### src/rtl/beat_sequencer_if.sv
// Transport command and status bundle between a controller and beat_sequencer.
// valid/ready: none; commands are single-cycle pulses sampled on the rising edge, status is registered.
interface beat_sequencer_if;
    logic        play;
    logic        pause;
    logic        stop;
    logic        loop_en;
    logic [1:0]  speed;
    logic [11:0] ibeatNum;
    logic        part;
    logic        playing;
    logic        beat_tick;
    logic        song_done;
    logic [1:0]  state;

    modport master (
        output play, pause, stop, loop_en, speed,
        input  ibeatNum, part, playing, beat_tick, song_done, state
    );

    modport slave (
        input  play, pause, stop, loop_en, speed,
        output ibeatNum, part, playing, beat_tick, song_done, state
    );
endinterface

### src/rtl/beat_sequencer.sv
// Transport controller: divides clk into sub-beat ticks at a selectable tempo and
// steps the tone lookup index, looping with part toggling or parking on silence.
module beat_sequencer #(
    parameter int CLK_FREQ  = 100000000,
    parameter int BEAT_FREQ = 8,
    parameter int BEAT_LEN  = 128
) (
    input  logic             clk,
    input  logic             rst,
    beat_sequencer_if.slave  bus
);
    typedef enum logic [1:0] {
        IDLE  = 2'd0,
        PLAY  = 2'd1,
        PAUSE = 2'd2,
        DONE  = 2'd3
    } state_t;

    localparam logic [31:0] T1       = 32'(CLK_FREQ / BEAT_FREQ);
    localparam logic [11:0] LAST_IDX = 12'(BEAT_LEN - 1);
    localparam logic [11:0] END_IDX  = 12'(BEAT_LEN);

    state_t      state_q, state_n;
    logic [31:0] cnt_q, cnt_n;
    logic [11:0] beat_q, beat_n;
    logic        part_q, part_n;
    logic        playing_q;
    logic        tick_q, tick_n;
    logic        done_q, done_n;
    logic [31:0] term;
    logic        advance;

    // Tempo terminal is re-evaluated every cycle so a speed change applies at once.
    always_comb begin
        case (bus.speed)
            2'b01:   term = T1 >> 1;
            2'b10:   term = T1 << 1;
            default: term = T1;
        endcase
    end

    // >= rather than == so a mid-count slowdown-to-faster switch advances immediately.
    assign advance = (cnt_q >= term - 32'd1);

    always_comb begin
        state_n = state_q;
        cnt_n   = cnt_q;
        beat_n  = beat_q;
        part_n  = part_q;
        tick_n  = 1'b0;
        done_n  = 1'b0;
        if (bus.stop) begin
            state_n = IDLE;
            cnt_n   = '0;
            beat_n  = '0;
            part_n  = 1'b1;
        end else begin
            case (state_q)
                IDLE: begin
                    if (bus.play) begin
                        state_n = PLAY;
                        cnt_n   = '0;
                    end
                end
                PLAY: begin
                    if (bus.pause) begin
                        state_n = PAUSE;
                    end else if (advance) begin
                        cnt_n = '0;
                        if (beat_q < LAST_IDX) begin
                            beat_n = beat_q + 12'd1;
                            tick_n = 1'b1;
                        end else if (bus.loop_en) begin
                            beat_n = '0;
                            part_n = ~part_q;
                            tick_n = 1'b1;
                        end else begin
                            state_n = DONE;
                            beat_n  = END_IDX;
                            done_n  = 1'b1;
                        end
                    end else begin
                        cnt_n = cnt_q + 32'd1;
                    end
                end
                PAUSE: begin
                    if (bus.play) begin
                        state_n = PLAY;
                    end
                end
                DONE: begin
                    if (bus.play) begin
                        state_n = PLAY;
                        cnt_n   = '0;
                        beat_n  = '0;
                        part_n  = 1'b1;
                    end
                end
                default: state_n = IDLE;
            endcase
        end
    end

    always_ff @(posedge clk) begin
        if (rst) begin
            state_q   <= IDLE;
            cnt_q     <= '0;
            beat_q    <= '0;
            part_q    <= 1'b1;
            playing_q <= 1'b0;
            tick_q    <= 1'b0;
            done_q    <= 1'b0;
        end else begin
            state_q   <= state_n;
            cnt_q     <= cnt_n;
            beat_q    <= beat_n;
            part_q    <= part_n;
            playing_q <= (state_n == PLAY);
            tick_q    <= tick_n;
            done_q    <= done_n;
        end
    end

    assign bus.ibeatNum  = beat_q;
    assign bus.part      = part_q;
    assign bus.playing   = playing_q;
    assign bus.beat_tick = tick_q;
    assign bus.song_done = done_q;
    assign bus.state     = state_q;
endmodule
### src/flat_wrapper.sv
// flat-port wrapper written by rule: the top's interface ports become plain ports
module beat_sequencer_flat 
#(
    parameter int CLK_FREQ  = 100000000,
    parameter int BEAT_FREQ = 8,
    parameter int BEAT_LEN  = 128
)
  (clk, rst, bus_play, bus_pause, bus_stop, bus_loop_en, bus_speed, bus_ibeatNum, bus_part, bus_playing, bus_beat_tick, bus_song_done, bus_state);
  beat_sequencer_if bus_i ();
  input  logic clk;
  input  logic rst;
  input wire logic [$bits(bus_i.play)-1:0] bus_play;
  input wire logic [$bits(bus_i.pause)-1:0] bus_pause;
  input wire logic [$bits(bus_i.stop)-1:0] bus_stop;
  input wire logic [$bits(bus_i.loop_en)-1:0] bus_loop_en;
  input wire logic [$bits(bus_i.speed)-1:0] bus_speed;
  output wire logic [$bits(bus_i.ibeatNum)-1:0] bus_ibeatNum;
  output wire logic [$bits(bus_i.part)-1:0] bus_part;
  output wire logic [$bits(bus_i.playing)-1:0] bus_playing;
  output wire logic [$bits(bus_i.beat_tick)-1:0] bus_beat_tick;
  output wire logic [$bits(bus_i.song_done)-1:0] bus_song_done;
  output wire logic [$bits(bus_i.state)-1:0] bus_state;
  assign bus_i.play = bus_play;
  assign bus_i.pause = bus_pause;
  assign bus_i.stop = bus_stop;
  assign bus_i.loop_en = bus_loop_en;
  assign bus_i.speed = bus_speed;
  assign bus_ibeatNum = bus_i.ibeatNum;
  assign bus_part = bus_i.part;
  assign bus_playing = bus_i.playing;
  assign bus_beat_tick = bus_i.beat_tick;
  assign bus_song_done = bus_i.song_done;
  assign bus_state = bus_i.state;
  beat_sequencer #(.CLK_FREQ(CLK_FREQ), .BEAT_FREQ(BEAT_FREQ), .BEAT_LEN(BEAT_LEN)) u_core (.clk(clk), .rst(rst), .bus(bus_i));
endmodule
### config.mk
export PLATFORM = sky130hd
export DESIGN_NAME = beat_sequencer_flat
export DESIGN_NICKNAME = d
export VERILOG_FILES = /design/src/rtl/beat_sequencer_if.sv /design/src/rtl/beat_sequencer.sv /design/src/flat_wrapper.sv
export SDC_FILE = /design/constraint.sdc
export NUM_CORES = 1
export LEC_CHECK = 0
export ABC_AREA = 0
export BUFFER_PORTS_ARGS = -buffer_cell sky130_fd_sc_hd__buf_2
export CORE_MARGIN = 5
export CORE_UTILIZATION = 60
export DETAILED_ROUTE_END_ITERATION = 12
export PLACE_DENSITY_LB_ADDON = 0.12
export SLEW_MARGIN = 20
export SYNTH_ARGS = -nofsm -noshare
export SYNTH_HDL_FRONTEND = slang
export SYNTH_SLANG_ARGS = --single-unit
### constraint.sdc
create_clock -name clk -period 6.53 [get_ports clk]
set_input_delay 1.306 -clock clk [delete_from_list [all_inputs] [get_ports clk]]
set_output_delay 1.306 -clock clk [all_outputs]
set_load 0.01 [all_outputs]
# Yosys cells after proc, flatten, opt, wreduce, memory -nomap -nowiden
# Index checks and enable logic that the tools add are counted.
# classes
muxes,27
reduce_logical,11
eq_ne,12
n_bitwise,3
div_mod_pow,0
multipliers,0
addsub,3
magnitude_cmp,2
shift,0
# ops
operator,n
32-bit 2-to-1 mux,3
32-bit case mux with 2 select lines,1
25-bit case mux with 2 select lines,1
12-bit 2-to-1 mux,4
"32-bit by 1-bit adder with 32-bit output, second input constant",1
32-bit greater-or-equal comparator,1
"25-bit by 1-bit subtractor with 26-bit output, second input constant",1
12-bit case mux with 2 select lines,1
"12-bit by 1-bit adder with 12-bit output, second input constant",1
"12-bit by 7-bit < comparator with 1-bit output, second input constant",1
2-bit 2-to-1 mux,6
1-bit 2-to-1 mux,8
8-bit 2-to-1 mux,1
"2-bit inequality test, second input constant",4
"2-bit by 1-bit equality test with 1-bit output, second input constant",3
"2-bit equality test, second input constant",3
6-bit AND reduction,1
6-bit OR reduction,1
5-bit OR reduction,1
"2-bit by 1-bit inequality test with 1-bit output, second input constant",2
2-bit case mux with 2 select lines,1
4-bit AND reduction,1
2-bit nonzero test,2
2-bit OR reduction,2
other kinds (5),7
# totals
n_memories,0
latch_bits,0
regBits,50
ram_bits,0
mem_bits_ro,0

# Longest topological paths before layout
# Gate-level depths: netlist of the first run.
# depth
depth_word,9
mapped_depth,12
depth_no_buf,11

# Worst setup path after synthesis of the first run
# No wires, ideal clock.
# synth_timing
kind,input port to flip-flop
start,input bus_speed[0]
end,"register u_core.beat_q[0], in the netlist u_core.bus.ibeatNum[0]"
required_ps,6415
arrival_time_ps,3340
stages,10
n_path_buf,0
setup_ps,115
setup_slack_ps,3075
path_cell_list,inv_1 ha_1 inv_1 ha_1 nand4_1 o31a_4 a21bo_4 and2_4 o31a_1 and2_1
# synth_between
elab_chain_len,6
word_cells_on_any_way,7
cone_classes,add/sub (1); order compare (1); eq/ne (3); mux (1); reduce/logical (1)
# synth_rtl
element,line_no,rtl
start: declaration,flat_wrapper.sv:16,input wire logic [$bits(bus_i.speed)-1:0] bus_speed;
2-bit equality test or 2-bit by 1-bit equality test with 1-bit output (tied branches),beat_sequencer.sv:35,case (bus.speed)
25-bit case mux with 2 select lines (*),beat_sequencer.sv:35,
25-bit by 1-bit subtractor with 26-bit output (*),beat_sequencer.sv:43,assign advance = (cnt_q >= term - 32'd1);
32-bit greater-or-equal comparator (*),beat_sequencer.sv:43,
2-bit by 1-bit inequality test with 1-bit output (no line) (*),-,
4-bit AND reduction (no line) (*),-,
end signal: assignment,beat_sequencer.sv:116,beat_q <= beat_n;
end: declaration,beat_sequencer.sv:25,"logic [11:0] beat_q, beat_n;"
# Mark *: on every way between the ends. The rest lies on a longest branch, timed or not.
# A chain may end at the register's enable or synchronous reset.

# Final worst setup path of the first run
# layout_timing
start,input bus_speed[0]
end,register u_core.cnt_q[12]
# layout_between
elab_chain_len,7
word_cells_on_any_way,8
cone_classes,add/sub (1); order compare (1); eq/ne (2); mux (4)
# layout_rtl
element,line_no,rtl
2-bit equality test or 2-bit by 1-bit equality test with 1-bit output (tied branches),beat_sequencer.sv:35,
25-bit case mux with 2 select lines (*),beat_sequencer.sv:35,
25-bit by 1-bit subtractor with 26-bit output (*),beat_sequencer.sv:43,
32-bit greater-or-equal comparator (*),beat_sequencer.sv:43,
32-bit 2-to-1 mux (*),beat_sequencer.sv:68,end else if (advance) begin
32-bit 2-to-1 mux (*),beat_sequencer.sv:66,if (bus.pause) begin
32-bit case mux with 2 select lines (*),beat_sequencer.sv:58,case (state_q)
end signal: assignment,beat_sequencer.sv:115,cnt_q <= cnt_n;
end: declaration,beat_sequencer.sv:24,"logic [31:0] cnt_q, cnt_n;"
# Mark *: on every way between the ends. The rest lies on a longest branch, timed or not. The select of a mux whose other input is x is not followed.

==> results_dict.tcl, run 1 <==
set metrics [dict create \
    async_reset_ff_share_pct 0 \
    cp-end-kind "flop" \
    place_area_sq_um 3050 \
    synth_edf_count 0 \
    tns_ps 0 \
    maxCapViolations 0 \
    crit_path_max_incr_delay_ps 610 \
    crit_type "primary input to flop" \
    postRouteAntennaNets 0 \
    power_leakage_nw 1.30 \
    first_global_vias 2416 \
    fin_crit_sh_pct 57.4 \
    syn_nets 371 \
    track_usage_pct 22.5 \
    cts_root_buf "clkbuf_8" \
    setup_violations 0 \
    syn_area_per_cell_sq_um 8.55 \
    crit_path_start_kind "primary input" \
    start_util_pct 61.8 \
    fin_crit_ps 3750 \
    ios 26 \
    drc 0 \
    viasPerCell 6.20 \
    worstPathRequired_ps 6750 \
    synth_area_sq_um 2900 \
    hold-worst-slack_ps 468 \
    die_x_um 79.5 \
    antenna_found_initial 0 \
    ys_ff_latch 50 \
    wirelength_um 6820 \
    maxSlewHeadroom_pct 50.7 \
    final_hold_viol_count 0 \
    nNetsFinal 397 \
    clk-insertion-delay-late_ps 310 \
    grt_max_degree 17 \
    cts_hold_buffers 0 \
    post_cts_buffers 0 \
    ys_top_cells_by_area "dfxtp_1, ha_1, o21ai_0, a21oi_1, nand3_1" \
    postCtsResizedCells 0 \
    synth.top_cell.area_share_pct 34.5 \
    dr_wl_met3_um 447 \
    routedWlPerCell_um 16.2 \
    seq_area_frac_synth_pct 34.5 \
    fin_area_sq_um 3140 \
    ys_warn_count 0 \
    layout-drive-gt1-share_pct 15.3 \
    rows 25 \
    vias 2604 \
    ys.flop_type "dfxtp_1" \
    hpwl_um 5020 \
    numCtsBuffers 5 \
    cp.buffers_inverters 3 \
    path_cells "buf_2 -> inv_1 -> ha_1 -> inv_1 -> ha_1 -> nand4_1 -> nor3_1 -> a21boi_1 -> nor2_2 -> a21o_1 -> a21o_1" \
    crit_path_top_delay_cell "a21boi_1" \
    tightest_slew_ps 739 \
    grt_pass1_wl_um 11300 \
    worstPathArrival_ps 3970 \
    highest-signal-layer "met4" \
    gp_congestion 0.898 \
    io_buffers 25 \
    synthCells 339 \
    skew_ps 12.0 \
    clkTransAtPathRegs_ps 100 \
    worstHoldPathType "flop to flop" \
    n_antenna_cell 0 \
    yosys.area.top_type "dfxtp_1" \
    first_pass_iters 5 \
    area_growth_pct 8.46 \
    die_h_um 79.5 \
    clockBufferDepth 2 \
    dr_wl_met2_um 3010 \
    wl_met1_um 3280 \
    coreArea_sq_um 4690 \
    cp_top_family "compound AO/OA/AOI/OAI gates" \
    fmax_mhz 267 \
    path_max_fanout 13 \
    grt_overflow 0 \
    outcome "finished clean" \
    cts_tree "built" \
    drt-initial-drc-count 154 \
    synth.distinct_cells 61 \
    peakVddDrop_mv 0.120 \
    rsz0062_at_grt "no" \
    htreeDepth 2 \
    power_density_nw_per_um2 170 \
    finalMaxSlewViolations 0 \
    dieArea_sq_um 6320 \
    clkSinkCount 50 \
]
## cells in the final DEF, fill, tap and decap left out, types with 2 or more instances in the layout
| cell type | netlist | routed |
|---|---|---|
| inv_1 | 18 | 18 |
| or2_2 | 2 | 2 |
| o21a_1 | 5 | 5 |
| a21oi_1 | 20 | 20 |
| a21o_1 | 5 | 5 |
| o21bai_1 | 2 | 2 |
| and2_1 | 6 | 6 |
| or3_1 | 8 | 8 |
| nor2_1 | 20 | 19 |
| or4_1 | 2 | 2 |
| nor3b_1 | 3 | 3 |
| o21ai_0 | 25 | 25 |
| mux2i_1 | 4 | 4 |
| a211oi_1 | 4 | 4 |
| nor3_4 | 2 | 2 |
| buf_2 | 0 | 25 |
| nand2_1 | 25 | 25 |
| or3_2 | 2 | 2 |
| nor2_2 | 3 | 4 |
| dfxtp_1 | 50 | 50 |
| nor2b_1 | 6 | 6 |
| nor3_1 | 11 | 11 |
| o22ai_1 | 2 | 2 |
| nand4_1 | 8 | 8 |
| nor4_1 | 5 | 5 |
| ha_1 | 24 | 24 |
| conb_1 | 2 | 2 |
| nand2b_1 | 5 | 5 |
| clkbuf_8 | 0 | 6 |
| and3_1 | 6 | 6 |
| o41ai_2 | 2 | 2 |
| a31oi_1 | 5 | 5 |
| nand3_1 | 19 | 19 |
| xnor2_1 | 4 | 4 |
| o31ai_1 | 2 | 2 |
## power breakdown
| group | internal, mW | switching, mW | total, mW |
|---|---|---|---|
| Clock | 0.0854 | 0.107 | 0.193 |
| Combinational | 0.0121 | 0.0223 | 0.0345 |
| Sequential | 0.305 | 0.000951 | 0.306 |
| Total | 0.403 | 0.131 | 0.534 |
## cells by family (layout without fill, tap and decap cells)
| family | count (synthesis) | in the layout | share of synthesized area, % |
|---|---|---|---|
| AOI/OAI and AO/OA | 88 | 88 | 20.4 |
| other | 2 | 2 | 0.259 |
| DFF | 50 | 50 | 34.5 |
| adders and majority gates | 24 | 24 | 10.4 |
| xor gates and xnor gates | 5 | 5 | 1.51 |
| and+or+nand+nor | 142 | 142 | 27.7 |
| muxes | 4 | 4 | 1.38 |
| buffers and inverters | 24 | 51 | 3.88 |
## per-stage QoR
step,total power [mW],util [%],instances,setup slack [ps]
floorplan,0.336,-,339,3070
global placement,0.346,64.9,412,2510
detailed placement,0.347,64.9,412,2490
CTS,0.536,67.0,420,2810
global route,0.554,67.0,420,2520
finish,0.534,67.0,420,2780
## cell usage after synthesis (2+ instances only)
cell      number
a211oi_1       4
a21o_1         5
a21oi_1       20
a31oi_1        5
and2_1         6
and3_1         6
buf_6          3
clkbuf_1       3
conb_1         2
dfxtp_1       50
ha_1          24
inv_1         18
mux2i_1        4
nand2_1       25
nand2b_1       5
nand3_1       19
nand4_1        8
nor2_1        20
nor2_2         3
nor2b_1        6
nor3_1        11
nor3_4         2
nor3b_1        3
nor4_1         5
o21a_1         5
o21ai_0       25
o21bai_1       2
o22ai_1        2
o31ai_1        2
o41ai_2        2
or2_2          2
or3_1          8
or3_2          2
or4_1          2
xnor2_1        4
## metal layers
| layer | up-vias | GRT usage [%] |
|---|---|---|
| met3 | 12 | 3.05 |
| li1 | 1292 | - |
| met5 | - | 0 |
| met2 | 93 | 34.0 |
| met4 | 0 | 7.73 |
| met1 | 1207 | 32.5 |
## registers in the layout (all words and copies together) (netlist names)
register,flops
u_core.bus.beat_tick,1
u_core.bus.ibeatNum,12
u_core.bus.part,1
u_core.bus.playing,1
u_core.bus.song_done,1
u_core.bus.state,2
u_core.cnt_q,32
## worst paths after layout
kind | endpoint | start | cells past startpoint | slack [ps]
setup / recovery | u_core.cnt_q[12]$_SDFFE_PP0P_ | bus_speed[0] | 11 | 2780
hold / removal | u_core.cnt_q[27]$_SDFFE_PP0P_ | u_core.cnt_q[27]$_SDFFE_PP0P_ | 1 | 470
setup reg to reg | u_core.cnt_q[21]$_SDFFE_PP0P_ | u_core.cnt_q[22]$_SDFFE_PP0P_ | 8 | 3870
hold reg to reg | u_core.cnt_q[27]$_SDFFE_PP0P_ | u_core.cnt_q[27]$_SDFFE_PP0P_ | 1 | 470
## cell type report
class | count | area (sq um)
Multi-Input combinational cell | 265 | 1790
Fill cell | 416 | 1550
Sequential cell | 50 | 1000
Timing Repair Buffer | 25 | 125
Clock buffer | 6 | 82.6
Inverter | 18 | 67.6
Tap cell | 54 | 67.6
Clock inverter | 2 | 12.5
## worst reg2reg max path, cell delays in order, from the launching register on
cell and delay [ps]:
dfxtp_1 460, ha_1 290, a211oi_1 240, nor2_1 120, nor3_4 360, nand2_1 290, nor2_2 510, a21oi_1 160
a31oi_1 170
Power figures use the tool's default switching activity.
==> run 2: changes to the inputs <==
--- a/config.mk
+++ b/config.mk
@@ -8,7 +8,7 @@
 export ABC_AREA = 0
 export BUFFER_PORTS_ARGS = -buffer_cell sky130_fd_sc_hd__buf_2
 export CORE_MARGIN = 5
-export CORE_UTILIZATION = 60
+export CORE_UTILIZATION = 54
 export DETAILED_ROUTE_END_ITERATION = 12
 export PLACE_DENSITY_LB_ADDON = 0.12
 export SLEW_MARGIN = 20
==> constraint.sdc (replaced) <==
create_clock -name clk -period 3.3 [get_ports clk]
set_input_delay 0.66 -clock clk [delete_from_list [all_inputs] [get_ports clk]]
set_output_delay 0.66 -clock clk [all_outputs]
set_load 0.01 [all_outputs]
==> run 2 against run 1 <==
Compared with the run above:
- hold slack worse by 0.99 ps
- final area is 2.6% higher
- critical path type unchanged
- register-to-register slack worse by 3000 ps
- largest power group unchanged
==> results_dict.tcl, run 2 (synthesis gave the netlist of run 1 again) <==
set metrics [dict create \
    outcome "finished clean" \
    seqPwrFrac_pct 57.1 \
    power.total_mw 1.06 \
    first_global_vias 2389 \
    drc 0 \
    die_x_um 83.3 \
    place_area_sq_um 3130 \
    cp.buffers_inverters 4 \
    nNetsFinal 405 \
    netSwitchingPower_uw 259 \
    power_leakage_nw 1.34 \
    postCtsResizedCells 0 \
    gp_congestion 0.865 \
    routedWlPerCell_um 14.6 \
    share_comb_of_total_power_pct 6.3 \
    io_buffers 25 \
    worstPathArrival_ps 3040 \
    n_antenna_cell 0 \
    cp_top_family "compound AO/OA/AOI/OAI gates" \
    wl_met1_um 3180 \
    power_density_nw_per_um2 329 \
    fin_crit_ps 2820 \
    coreArea_sq_um 5170 \
    largest_reg_flops 32 \
    path_max_fanout 7 \
    mostFrequentLayoutCells "dfxtp_1, nand2_1, o21ai_0, buf_2, ha_1" \
    first_pass_iters 4 \
    grt_max_degree 17 \
    drt-initial-drc-count 148 \
    postRouteAntennaNets 0 \
    cts_hold_buffers 0 \
    power_frac_clock_pct 36.6 \
    final_common_cell "dfxtp_1" \
    fmax_mhz 354 \
    finalMaxSlewViolations 0 \
    clk-insertion-delay-late_ps 310 \
    cp-end-kind "flop" \
    rsz0062_at_grt "no" \
    setup_violations 0 \
    crit_type "primary input to flop" \
    track_usage_pct 19.6 \
    ff2ff_setup_slack_ps 860 \
    switching_share_pct 24.4 \
    start_util_pct 56.0 \
    fin_area_sq_um 3230 \
    crit_path_start_kind "primary input" \
    worstHoldPathType "flop to flop" \
    ios 26 \
    hpwl_um 4940 \
    worstPathRequired_ps 3510 \
    cts_root_buf "clkbuf_8" \
    skew_ps 10.7 \
    dr_wl_met3_um 278 \
    htreeDepth 2 \
    peakVddDrop_mv 0.225 \
    grt_pass1_wl_um 11400 \
    clkTransAtPathRegs_ps 90 \
    path_cells "buf_2 -> inv_1 -> ha_1 -> inv_1 -> ha_1 -> nand4_1 -> nor3_1 -> a21boi_1 -> nor2_2 -> buf_4 -> a21o_1 -> a21o_1" \
    fin_crit_sh_pct 85.5 \
    highest-signal-layer "met4" \
    post_cts_buffers 0 \
    die_h_um 83.3 \
    area_growth_pct 11.3 \
    dr_wl_met2_um 2920 \
    clkSinkCount 50 \
    clockBufferDepth 2 \
    crit_path_max_incr_delay_ps 420 \
    layout-drive-gt1-share_pct 16.8 \
    tightest_slew_ps 565 \
    viasPerCell 5.82 \
    intPower_uw 803 \
    wirelength_um 6480 \
    final_hold_viol_count 0 \
    antenna_found_initial 0 \
    grt_overflow 0 \
    tns_ps 0 \
    maxCapViolations 0 \
    numCtsBuffers 5 \
    crit_path_top_delay_cell "a21boi_1" \
    placed_cells 436 \
    dieArea_sq_um 6930 \
    max_flop_register "u_core.cnt_q" \
    cts_tree "built" \
    vias 2583 \
    rows 26 \
    maxSlewHeadroom_pct 61.9 \
    fin_cells 444 \
]
## run 2: cell types whose count changed in the layout (fill, tap and decap cells not counted)
cell	change
clkinv_2	-1
clkinvlp_4	-1
nor2_2	-1
clkinv_4	+2
buf_4	+8
nor2_1	+1
## run 2: area by class of cell
class,count,area (sq um)
Timing Repair Buffer,33,185
Sequential cell,50,1000
Tap cell,70,87.6
Clock buffer,6,82.6
Multi-Input combinational cell,265,1790
Fill cell,469,1950
Inverter,18,67.6
Clock inverter,2,17.5
## run 2: final timing paths
path	start	endpoint	cells after the start
worst min-delay path	u_core.cnt_q[30]$_SDFFE_PP0P_	u_core.cnt_q[30]$_SDFFE_PP0P_	1
worst max-delay path	bus_speed[0]	u_core.cnt_q[12]$_SDFFE_PP0P_	12
worst min register to register	u_core.cnt_q[30]$_SDFFE_PP0P_	u_core.cnt_q[30]$_SDFFE_PP0P_	1
worst max register to register	u_core.cnt_q[5]$_SDFFE_PP0P_	u_core.cnt_q[14]$_SDFFE_PP0P_	8
## run 2: power by group through the flow
| stage | Clock [mW] | Combinational, mW | Sequential (mW) |
|---|---|---|---|
| 2_1_floorplan | 0 | 0.0443 | 0.621 |
| 6_report | 0.388 | 0.0674 | 0.606 |
| 4_1_cts | 0.403 | 0.0675 | 0.606 |
| 3_5_place_dp | 0 | 0.0674 | 0.620 |
| 3_3_place_gp | 0 | 0.0661 | 0.620 |
| 5_1_grt | 0.426 | 0.0773 | 0.607 |
## run 2: stage by stage
step,worst slack [ps],utilization [%],hold WS (ps)
floorplan,491,-,431
CTS,462,62.4,472
detailed placement,140,60.4,449
finish,478,62.4,467
global route,267,62.4,495
global placement,154,60.4,447
## run 2: routing by layer
layer  up-vias  global-route usage (%)
met5         -                       0
met4         0                    5.65
met3         8                    3.56
met2        46                    30.9
met1      1216                    27.2
li1       1313                       -
==> run 3: changes to the inputs <==
==> constraint.sdc (replaced) <==
create_clock -name clk -period 3.3 [get_ports clk]
set_input_delay 0 -clock clk [delete_from_list [all_inputs] [get_ports clk]]
set_output_delay 0 -clock clk [all_outputs]
set_load 0.01 [all_outputs]
==> run 3 against run 2 <==
Compared with the run above:
- sequential cell count unchanged
- sequential share of layout area rose by 0.41 points
- maximum frequency rose by 9.2%
- die area unchanged
- critical path depth down 4
- routed wire length shrank 0.37%
- register-to-register slack worse by 140 ps
- count of clock-buffer cells in the layout stayed put
- critical path type is now flop to flop
==> results_dict.tcl, run 3 (synthesis gave the netlist of run 1 again) <==
set metrics [dict create \
    max_flop_register "u_core.cnt_q" \
    finalMaxSlewViolations 0 \
    ios 26 \
    routedWlPerCell_um 14.7 \
    maxSlewHeadroom_pct 52.7 \
    largest_reg_flops 32 \
    mostFrequentLayoutCells "dfxtp_1, nand2_1, o21ai_0, buf_2, ha_1" \
    first_pass_iters 5 \
    maxCapViolations 0 \
    final_common_cell "dfxtp_1" \
    power_density_nw_per_um2 333 \
    dr_wl_met3_um 335 \
    first_global_vias 2375 \
    dr_wl_met2_um 2790 \
    wl_met1_um 3260 \
    clockBufferDepth 2 \
    worstPathRequired_ps 3540 \
    wirelength_um 6460 \
    tightest_slew_ps 707 \
    nFillCells 455 \
    worst_slack_ps 716 \
    gp_congestion 0.857 \
    antenna_found_initial 0 \
    placed_cells 429 \
    highest-signal-layer "met4" \
    clkSinkCount 50 \
    final_util_pct 61.6 \
    die_x_um 83.3 \
    path_max_fanout 13 \
    hold-worst-slack_ps 27.4 \
    clkTransAtPathRegs_ps 90 \
    power_leakage_nw 1.31 \
    cts_root_buf "clkbuf_8" \
    start_util_pct 56.0 \
    final_hold_viol_count 0 \
    grt_max_degree 17 \
    postRouteAntennaNets 0 \
    rows 26 \
    seq_area_sq_um 1000 \
    crit_path_start_kind "flop" \
    postCtsResizedCells 0 \
    setup_violations 0 \
    drt-initial-drc-count 143 \
    fmax_mhz 387 \
    tns_ps 0 \
    fin_crit_ps 2580 \
    power.total_mw 1.06 \
    crit_type "flop to flop" \
    die_h_um 83.3 \
    skew_ps 5.33 \
    fin_area_sq_um 3180 \
    area_growth_pct 9.84 \
    cts_tree "built" \
    io_buffers 25 \
    place_area_sq_um 3070 \
    dieArea_sq_um 6930 \
    track_usage_pct 19.4 \
    coreArea_sq_um 5170 \
    nNetsFinal 399 \
    peakVddDrop_mv 0.180 \
    n_antenna_cell 0 \
    worstPathArrival_ps 2820 \
    drc 0 \
    rsz0062_at_grt "no" \
    fin_cells 438 \
    cp-end-kind "flop" \
    pre_cts_ws_ps 595 \
    vias 2535 \
    grt_overflow 0 \
    multiInputGateArea_sq_um 1790 \
    outcome "finished clean" \
    fin_crit_sh_pct 78.3 \
    layout-drive-gt1-share_pct 15.2 \
    viasPerCell 5.79 \
    numCtsBuffers 5 \
    clk-insertion-delay-late_ps 310 \
    grt_pass1_wl_um 11300 \
    htreeDepth 2 \
    worstHoldPathType "primary input to flop" \
    hpwl_um 4900 \
]
## run 3: repair_timing
action | in CTS | in global routing
buffers inserted | 0 | 0
hold buffers | 1 | 0
endpoints found under the hold margin | 1 | 0
## run 3: path summary, 6_finish.rpt
kind | from | to | slack (ps) | cells after the start
worst max register to register | u_core.cnt_q[22]$_SDFFE_PP0P_ | u_core.cnt_q[24]$_SDFFE_PP0P_ | 720 | 8
worst min register to register | u_core.cnt_q[28]$_SDFFE_PP0P_ | u_core.cnt_q[28]$_SDFFE_PP0P_ | 470 | 1
worst max-delay path | u_core.cnt_q[22]$_SDFFE_PP0P_ | u_core.cnt_q[24]$_SDFFE_PP0P_ | 720 | 8
worst min-delay path | bus_loop_en | u_core.bus.song_done$_SDFF_PP0_ | 30 | 3
## run 3: per-layer routing
metal  track usage, %  up-vias
li1                 -     1298
met1             28.3     1174
met2             28.8       55
met3             4.16        8
met4             5.20        0
met5                0        -
## run 3: layout make-up
cell class / instances / share of cell area, %
clock inverters: 2 / 0.550
repair buffers: 27 / 4.48
well taps: 70 / 2.75
multi-input cells: 265 / 56.1
flip-flops and latches: 50 / 31.4
inverters: 18 / 2.12
clock buffers: 6 / 2.59
## run 3: report_power, final
group,internal (mW),switching [mW]
Clock,0.173,0.212
Combinational,0.0251,0.0431
Sequential,0.604,0.00154
## run 3: worst max-delay path, stage by stage, from the launching register on
cell and delay (ps):
dfxtp_1 440, ha_1 280, a211oi_1 260, nor2_1 140
nor3_4 350, nand2_1 260, nor2_2 490, nand2_1 110
a31oi_1 190
